File: config.mk
export PLATFORM = sky130hd
export DESIGN_NAME = seq_divider
export DESIGN_NICKNAME = d
export VERILOG_FILES = /design/src/rtl/seq_divider.sv
export SDC_FILE = /design/constraint.sdc
export NUM_CORES = 1
export LEC_CHECK = 0
export CAP_MARGIN = 20
export CORE_MARGIN = 2
export CORE_UTILIZATION = 36
export DETAILED_ROUTE_END_ITERATION = 6
export GPL_TIMING_DRIVEN = 0
export MAX_ROUTING_LAYER = met4
export SYNTH_ARGS = -nofsm -noshare
export SYNTH_HDL_FRONTEND = slang
export SYNTH_SLANG_ARGS = --single-unit
File: constraint.sdc
create_clock -name clk -period 6 [get_ports clk]
set_input_delay 1.2 -clock clk [delete_from_list [all_inputs] [get_ports clk]]
set_output_delay 1.2 -clock clk [all_outputs]
set_load 0.02 [all_outputs]
File: src/rtl/seq_divider.sv
// seq_divider: multi-cycle radix-2 restoring integer divider, signed or unsigned per operation.
// Every operation takes the same number of cycles: one quotient bit per cycle, then a two-cycle
// sign-correction step. Divide-by-zero and signed overflow produce defined results.
//
// Ports:
//   clk          system clock, rising edge
//   rst_n        asynchronous active-low reset
//   start        request, sampled only while ready=1
//   is_signed    1 = two's-complement operands, 0 = unsigned
//   flush        synchronous abort of an operation in flight; blocks start while idle
//   dividend     dividend, captured on the accepting edge
//   divisor      divisor, captured on the accepting edge
//   ready        idle, a start can be accepted
//   busy         operation in flight (~ready)
//   valid        one-cycle pulse, quotient/remainder/div_by_zero are new
//   quotient     quotient truncated toward zero, held until the next valid
//   remainder    remainder with the sign of the dividend, held until the next valid
//   div_by_zero  divisor was zero for the presented result
module seq_divider #(
    parameter int unsigned WIDTH = 64
) (
    input  logic             clk,
    input  logic             rst_n,
    input  logic             start,
    input  logic             is_signed,
    input  logic             flush,
    input  logic [WIDTH-1:0] dividend,
    input  logic [WIDTH-1:0] divisor,
    output logic             ready,
    output logic             busy,
    output logic             valid,
    output logic [WIDTH-1:0] quotient,
    output logic [WIDTH-1:0] remainder,
    output logic             div_by_zero
);

    localparam int unsigned CNT_W = $clog2(WIDTH) + 1;
    localparam logic [CNT_W-1:0] LAST_ITER = CNT_W'(WIDTH - 1);

    typedef enum logic [1:0] {
        IDLE = 2'd0,
        CALC = 2'd1,
        FIX  = 2'd2
    } state_e;

    state_e           state_q;
    logic [CNT_W-1:0] cnt_q;
    logic [WIDTH-1:0] prem_q;      // partial remainder, always below the divisor
    logic [WIDTH-1:0] dvd_q;       // dividend magnitude shifting out, quotient bits shifting in
    logic [WIDTH-1:0] dvs_q;       // divisor magnitude
    logic [WIDTH-1:0] orig_q;      // untouched dividend, returned on divide-by-zero
    logic             sgn_q;
    logic             neg_quo_q;
    logic             neg_rem_q;
    logic             dz_q;
    logic             fix_ph_q;
    logic [WIDTH-1:0] fix_quo_q;
    logic [WIDTH-1:0] fix_rem_q;
    logic             valid_q;
    logic [WIDTH-1:0] quo_q;
    logic [WIDTH-1:0] rem_q;
    logic             dz_out_q;

    logic             dvd_neg;
    logic             dvs_neg;
    logic [WIDTH-1:0] dvd_abs;
    logic [WIDTH-1:0] dvs_abs;
    logic [WIDTH:0]   shifted;
    logic [WIDTH:0]   diff;
    logic [WIDTH-1:0] quo_fix;
    logic [WIDTH-1:0] rem_fix;

    // Operand magnitudes; only negative signed operands are negated.
    assign dvd_neg = is_signed & dividend[WIDTH-1];
    assign dvs_neg = is_signed & divisor[WIDTH-1];
    assign dvd_abs = dvd_neg ? (~dividend + WIDTH'(1)) : dividend;
    assign dvs_abs = dvs_neg ? (~divisor + WIDTH'(1)) : divisor;

    // One restoring step: the shifted remainder is WIDTH+1 bits, so the subtractor's top bit is the borrow.
    assign shifted = {prem_q, dvd_q[WIDTH-1]};
    assign diff    = shifted - {1'b0, dvs_q};

    // Sign correction; divide-by-zero overrides the magnitude result.
    assign quo_fix = dz_q ? '1 :
                     ((sgn_q & neg_quo_q) ? (~dvd_q + WIDTH'(1)) : dvd_q);
    assign rem_fix = dz_q ? orig_q :
                     ((sgn_q & neg_rem_q) ? (~prem_q + WIDTH'(1)) : prem_q);

    // Control and datapath; flush wins over start and over completion.
    always_ff @(posedge clk or negedge rst_n) begin
        if (!rst_n) begin
            state_q   <= IDLE;
            cnt_q     <= '0;
            prem_q    <= '0;
            dvd_q     <= '0;
            dvs_q     <= '0;
            orig_q    <= '0;
            sgn_q     <= 1'b0;
            neg_quo_q <= 1'b0;
            neg_rem_q <= 1'b0;
            dz_q      <= 1'b0;
            fix_ph_q  <= 1'b0;
            fix_quo_q <= '0;
            fix_rem_q <= '0;
            valid_q   <= 1'b0;
            quo_q     <= '0;
            rem_q     <= '0;
            dz_out_q  <= 1'b0;
        end else begin
            valid_q <= 1'b0;
            case (state_q)
                IDLE: begin
                    if (start && !flush) begin
                        dvd_q     <= dvd_abs;
                        dvs_q     <= dvs_abs;
                        orig_q    <= dividend;
                        sgn_q     <= is_signed;
                        neg_quo_q <= dividend[WIDTH-1] ^ divisor[WIDTH-1];
                        neg_rem_q <= dividend[WIDTH-1];
                        dz_q      <= (divisor == '0);
                        prem_q    <= '0;
                        cnt_q     <= '0;
                        fix_ph_q  <= 1'b0;
                        state_q   <= CALC;
                    end
                end
                CALC: begin
                    if (flush) begin
                        state_q <= IDLE;
                    end else begin
                        prem_q <= diff[WIDTH] ? shifted[WIDTH-1:0] : diff[WIDTH-1:0];
                        dvd_q  <= {dvd_q[WIDTH-2:0], ~diff[WIDTH]};
                        cnt_q  <= cnt_q + CNT_W'(1);
                        if (cnt_q == LAST_ITER) begin
                            state_q <= FIX;
                        end
                    end
                end
                FIX: begin
                    // First cycle registers the corrected values so the negation adders stay off the output path.
                    if (flush) begin
                        fix_ph_q <= 1'b0;
                        state_q  <= IDLE;
                    end else if (!fix_ph_q) begin
                        fix_quo_q <= quo_fix;
                        fix_rem_q <= rem_fix;
                        fix_ph_q  <= 1'b1;
                    end else begin
                        quo_q    <= fix_quo_q;
                        rem_q    <= fix_rem_q;
                        dz_out_q <= dz_q;
                        valid_q  <= 1'b1;
                        fix_ph_q <= 1'b0;
                        state_q  <= IDLE;
                    end
                end
                default: state_q <= IDLE;
            endcase
        end
    end

    assign ready       = (state_q == IDLE);
    assign busy        = ~ready;
    assign valid       = valid_q;
    assign quotient    = quo_q;
    assign remainder   = rem_q;
    assign div_by_zero = dz_out_q;

endmodule
==> results of run 1 <==
[cells by family (layout without fill, tap and decap cells)]
kind of cell    count (synthesis)  count (layout)
fa+ha+maj                      70              70
buf+inv                       296             682
simple gates                 1102            1102
other cells                     0               7
mux                           187             187
xor+xnor                      301             301
flops                         527             527
compound gates                907             907
[cells in the final DEF (no fill, tap or decap), types with 62 or more instances in the layout]
master	Yosys	final
a21oi_1	303	303
clkbuf_1	175	181
clkbuf_16	0	62
clkdlybuf4s50_1	0	263
dfrtp_1	527	527
ha_1	69	69
inv_1	98	98
mux2_2	129	129
nand2_1	508	508
nor2_1	261	261
o21ai_0	330	330
xnor2_1	153	153
xor2_1	148	148
[path summary, 6_finish.rpt]
path                                          startpoint                   endpoint  slack (ns)  depth (start not counted)
worst max-delay path                               flush      dvd_q[60]$_DFFE_PN0P_        0.98                          7
worst min-delay path            fix_quo_q[0]$_DFFE_PN0P_   fix_quo_q[0]$_DFFE_PN0P_        0.47                          2
worst max register to register     dvd_q[63]$_DFFE_PN0P_     prem_q[22]$_DFFE_PN0P_        1.36                         14
worst min register to register  fix_quo_q[0]$_DFFE_PN0P_   fix_quo_q[0]$_DFFE_PN0P_        0.47                          2
max in group asynchronous                          rst_n      dvs_q[15]$_DFFE_PN0P_        3.35                          4
min in group asynchronous                          rst_n  fix_quo_q[59]$_DFFE_PN0P_        0.59                          1
[worst register-to-register path, stage by stage (launching register included)]
cell	delay [ns]
dfrtp_1	0.45
inv_1	0.29
ha_1	0.26
fa_1	0.21
nand2b_1	0.14
a21oi_1	0.11
o21ai_0	0.46
a31oi_1	0.35
o31a_1	0.44
or4_1	0.48
nand4_1	0.22
buf_2	0.32
buf_4	0.30
mux2i_1	0.29
o22ai_1	0.12
[final cells by class]
class | count | area [µm²]
Inverter | 98 | 368
Fill cell | 8211 | 46800
Antenna cell | 7 | 17.5
Buffer | 198 | 766
Multi-Input combinational cell | 2567 | 15900
Clock inverter | 40 | 553
Sequential cell | 527 | 13200
Clock buffer | 76 | 1680
Timing Repair Buffer | 270 | 2780
Tap cell | 1080 | 1350
[sequential cells by signal, indices dropped and copies added (netlist names)]
name,flops
dvd_q,64
dvs_q,64
fix_quo_q,64
fix_rem_q,64
orig_q,64
prem_q,64
quotient,64
remainder,64
cnt_q,7
state_q,2
div_by_zero,1
dz_q,1
fix_ph_q,1
neg_quo_q,1
sgn_q,1
valid,1
[power by group through the flow]
stage | logic (mW) | clock network [mW] | registers [mW]
3_5_place_dp | 2.22 | 0 | 4.25
4_1_cts | 2.23 | 4.18 | 4.19
5_1_grt | 2.50 | 4.32 | 4.24
2_1_floorplan | 1.51 | 0 | 4.14
3_3_place_gp | 2.19 | 0 | 4.24
6_report | 2.25 | 4.11 | 4.20
[layer usage]
metal | global-route usage, % | part of all wire [%]
met3 | 3.75 | 5.9
met1 | 31.7 | 44
met4 | 7.67 | 3.1
met5 | - | 0
met2 | 38.4 | 47
[per-stage QoR]
| stage | total power, mW | cell area (µm²) | setup slack [ns] | instances |
|---|---|---|---|---|
| 2_1_floorplan | 5.64 | 30300 | 2.20 | 3390 |
| 3_3_place_gp | 6.44 | 34200 | -20.29 | 4734 |
| 3_5_place_dp | 6.47 | 34400 | 0.416 | 4740 |
| 4_1_cts | 10.6 | 36600 | 1.11 | 4856 |
| 5_1_grt | 11.1 | 36600 | 1.01 | 4863 |
| 6_report | 10.6 | 36600 | 0.982 | 4863 |
==> flow_summary.toml, run 1 <==
[clocking]
cts.sinks = 527
cts.path.max_buffers = 3
postCtsHoldBufs = 0
clk_pin_slew_worst_paths_ns = 0.06
cts_buffers = 61
cts_resized = 0
cts.htree.levels = 2
cts_setup_buffers = 0
root_buffer = "clkbuf_16"
clk_latency_ns = 0.67
cts_tree = "yes"

[routing]
vias_per_cell = 5.37
wl_per_cell_um = 21.1
drc_errors = 0
vias = 26100
wirelength_um = 103000
drt-initial-drc-count = 2144
dr.pass1.iters = 5
antenna_left = 0

[power]
ir_drop_uv = 243
power_density_nw_per_um2 = 288
seqPwrFrac_pct = 39.8
p_clk_share_pct = 38.9
power_switching_mw = 3.41
p_leak_nw = 16.4
comb_power_share_pct = 21.3
netSwitchingFraction_pct = 32.3
p_int_mw = 7.14

[floorplan]
die_y_um = 294
dieArea_um2 = 86400
placementRows = 106
pin_count = 265
start_util_pct = 36.3
fp.dieW_um = 294
coreArea_um2 = 83400

[sta]
period_needed_ns = 5.02
finalHoldViolations = 0
skew_ns = 0.0508
slew_headroom_pct = 18.7
drv_slew = 0
fin_setup_tns_ns = 0
hold_ws_ns = 0.470
finalSetupViolations = 0
fmaxAchievable_mhz = 199
post-route-period-util_pct = 83.6
grt_setup_unrepaired = "no"
worstMarginPinSlew_ns = 1.21

[synth]
yosysTopAreaCell = "dfrtp_1"
synth-compound-area-share_pct = 17.5
synth.avg_cell_area_um2 = 8.92
postSynth.asyncResetShare_pct = 100
synth_area_leaders = "dfrtp_1, nand2_1, o21ai_0"
synth_nets = 3593
synth_common_cells = "dfrtp_1, nand2_1, o21ai_0, a21oi_1, nor2_1"
synth_cell_types = 83
yosys_warnings = 0
ys_ff_latch = 527
synthMuxAreaShare_pct = 6.72
synth_edf_count = 0
syn_inst = 3390
synth_fa_ha_area_share_pct = 2.92
synth_simple_gate_area_share_pct = 16.8
synth_ff_type = "dfrtp_1"
syn_area_um2 = 30300
synthXorXnorAreaFrac_pct = 8.71
synth_top_area_share_pct = 43.6
yosysSeqAreaShare_pct = 43.6
synth_top_family_by_area = "compound AO/OA/AOI/OAI gates"
synth.most_common_cell = "dfrtp_1"

[critical_path]
crit_fanout = 10
endpoint_kind = "register"
cp_common_cell = "clkbuf_1"
crit_slowest_cell = "clkbuf_1"
arrival_ns = 5.54
crit_type = "primary input to register"
max_stage_delay_ns = 0.90
worst_setup_path_start_kind = "primary input"
required_ns = 6.52
cp_num_buf_inv = 4
worstPathCellList = "clkdlybuf4s50_1 -> nor2b_1 -> nand2_1 -> clkbuf_1 -> clkbuf_1 -> clkbuf_1 -> o22ai_1"
path_delay_family = "buffers and inverters"

[grt]
grt_max_degree = 117
grt-ovfl-total = 0
grt_pass1_wl_um = 157000
grt_util_all_layers_pct = 24.2
antenna_found_initial = 9
grt_pass1_vias = 25900

[layout]
nets = 3926
finish.utilization_pct = 43.9
syn2layout_area_growth_pct = 21.1
layout-drive-gt1-share_pct = 7.94

[flow_run]
drv_cap = 0

[place]
io_buffers = 264
gp_congestion = 0.961
dp_hpwl_um = 80300

[worst_hold_path]
worstHoldPathType = "register to register"

[status]
status = "completed"
Power figures use the tool's default switching activity.
==> run 2: changes to the inputs <==
Clock period 6 ns to 4.7 ns, I/O delays scaled along.
==> flow_summary.toml, run 2 (synthesis gave the netlist of run 1 again) <==
[routing]
wl_per_cell_um = 21.2
dr.pass1.iters = 7
drc_errors = 4
vias_per_cell = 5.39
wirelength_um = 103000
vias = 26200
antenna_left = 0
drt-initial-drc-count = 2189

[floorplan]
placementRows = 106
die_y_um = 294
start_util_pct = 36.3
dieArea_um2 = 86400
pin_count = 265
coreArea_um2 = 83400
fp.dieW_um = 294

[sta]
slew_headroom_pct = 17.3
period_needed_ns = 4.53
skew_ns = 0.0489
setup_slack_ns = 0.165
drv_slew = 0
grt_setup_unrepaired = "no"
fmaxAchievable_mhz = 221
post-route-period-util_pct = 96.5
finalSetupViolations = 0
finalHoldViolations = 0
worstMarginPinSlew_ns = 1.24

[clocking]
root_buffer = "clkbuf_16"
cts.path.max_buffers = 3
clk_latency_ns = 0.67
cts_buffers = 61
cts.htree.levels = 2
cts.sinks = 527
postCtsHoldBufs = 0
cts_tree = "yes"
clk_pin_slew_worst_paths_ns = 0.06

[critical_path]
crit_fanout = 10
crit_type = "primary input to register"
rr_startpoint = "dvd_q[63]$_DFFE_PN0P_"
arrival_ns = 5.13
cp_common_cell = "nand2_1"
endpoint_kind = "register"
required_ns = 5.29
crit_slowest_cell = "clkdlybuf4s15_1"
timing.rr.end = "prem_q[22]$_DFFE_PN0P_"
worst_setup_path_start_kind = "primary input"
max_stage_delay_ns = 0.84
reg2reg_slack_ns = 0.29
worstPathCellList = "clkdlybuf4s50_1 -> nor2b_1 -> nand2_1 -> clkdlybuf4s15_1 -> nand2_1 -> clkbuf_1 -> o22ai_1 -> a21oi_1"
reg2regPathDepth = 14

[place]
dpl.cell_count = 4740
gp_congestion = 0.961
dp_hpwl_um = 80300
pre_cts_slack_ns = -0.624
io_buffers = 264

[grt]
antenna_found_initial = 9
grt_pass1_wl_um = 157000
grt_util_all_layers_pct = 24.2
grt-ovfl-total = 0
grt_max_degree = 117
grt_pass1_vias = 25900

[power]
finalPower_mw = 13.5
power_density_nw_per_um2 = 368
ir_drop_uv = 311
p_leak_nw = 16.4

[worst_hold_path]
worstHoldPathType = "primary input to async pin"

[layout]
layout-drive-gt1-share_pct = 8.00
final_common_cell = "dfrtp_1"
final_cell_mix = "dfrtp_1, nand2_1, o21ai_0, a21oi_1, clkdlybuf4s50_1"
syn2layout_area_growth_pct = 21.2
finish.utilization_pct = 43.9
fillers = 8210
nets = 3926
finalNonFillerCells = 4866

[status]
violations = "design-rule violations"
status = "complete, but fails checks"

[flow_run]
drv_cap = 0
-- run 2: changes by cell type in the layout (fill, tap and decap cells not counted) --
| cell | change |
|---|---|
| a31oi_2 | +1 |
| diode_2 | +3 |
| clkbuf_1 | -2 |
| o21ai_0 | -1 |
| clkbuf_2 | +1 |
| clkdlybuf4s15_1 | +1 |
| o21ai_1 | +1 |
| a31oi_1 | -1 |
-- run 2: final cells by class --
class	instances	area (µm²)	share of cell area (%)
well taps	1080	1350	3.69
repair buffers	270	2780	7.57
clock inverters	40	553	1.51
inverters	98	368	1.00
plain buffers	198	773	2.11
multi-input cells	2567	15900	43.5
clock buffers	76	1680	4.59
diodes	10	25.0	0.0683
flip-flops and latches	527	13200	36.0
-- run 2: worst max-delay path, delay by kind of cell --
kind                   cells  cell delay (ns)
buffers and inverters      3             2.14
and+or+nand+nor            3             1.71
AOI/OAI and AO/OA          2             0.34
-- run 2: metal layers --
metal / share of wire, % / wire (µm) / GRT usage (%) / vias up
met5: 0 / 0 / - / -
met4: 3.1 / 3170 / 7.67 / 0
met3: 6.3 / 6490 / 3.75 / 162
met2: 47 / 48200 / 38.4 / 794
met1: 44 / 45100 / 31.7 / 12600
li1: - / - / - / 12600
-- run 2: how the worst max path moves through the flow --
stage / start / endpoint / slack, ns / cells after the start
global placement: rst_n / remainder[22]$_DFFE_PN0P_ / -21.33 / 1
floorplan: divisor[17] / dvs_q[55]$_DFFE_PN0P_ / 1.16 / 10
detailed placement: flush / dvd_q[60]$_DFFE_PN0P_ / -0.62 / 7
global route: divisor[6] / dvs_q[60]$_DFFE_PN0P_ / 0.04 / 10
finish: flush / dvd_q[61]$_DFFE_PN0P_ / 0.17 / 8
CTS: dvd_q[63]$_DFFE_PN0P_ / prem_q[22]$_DFFE_PN0P_ / 0.02 / 14
-- run 2: what timing repair did --
| action | CTS | global route |
|---|---|---|
| buffers inserted | 0 | 0 |
| gates resized for setup | 0 | 7 |
| endpoints found under the setup margin | 0 | 31 |
-- run 2: report_power, final --
group	internal, mW	switching (mW)	total (mW)
clock	3.12	2.13	5.25
combinational	1.06	1.81	2.87
sequential	4.93	0.429	5.36
-- run 2: stage by stage --
stage                     hold WS, ns  cell area, µm²  setup TNS, ns
after global placement          0.453           34200              -
after detailed placement        0.459           34400         -27.90
final                           0.334           36700              0
after global routing            0.375           36700              0
after floorplan                 0.433           30300              0
after CTS                       0.323           36600              0
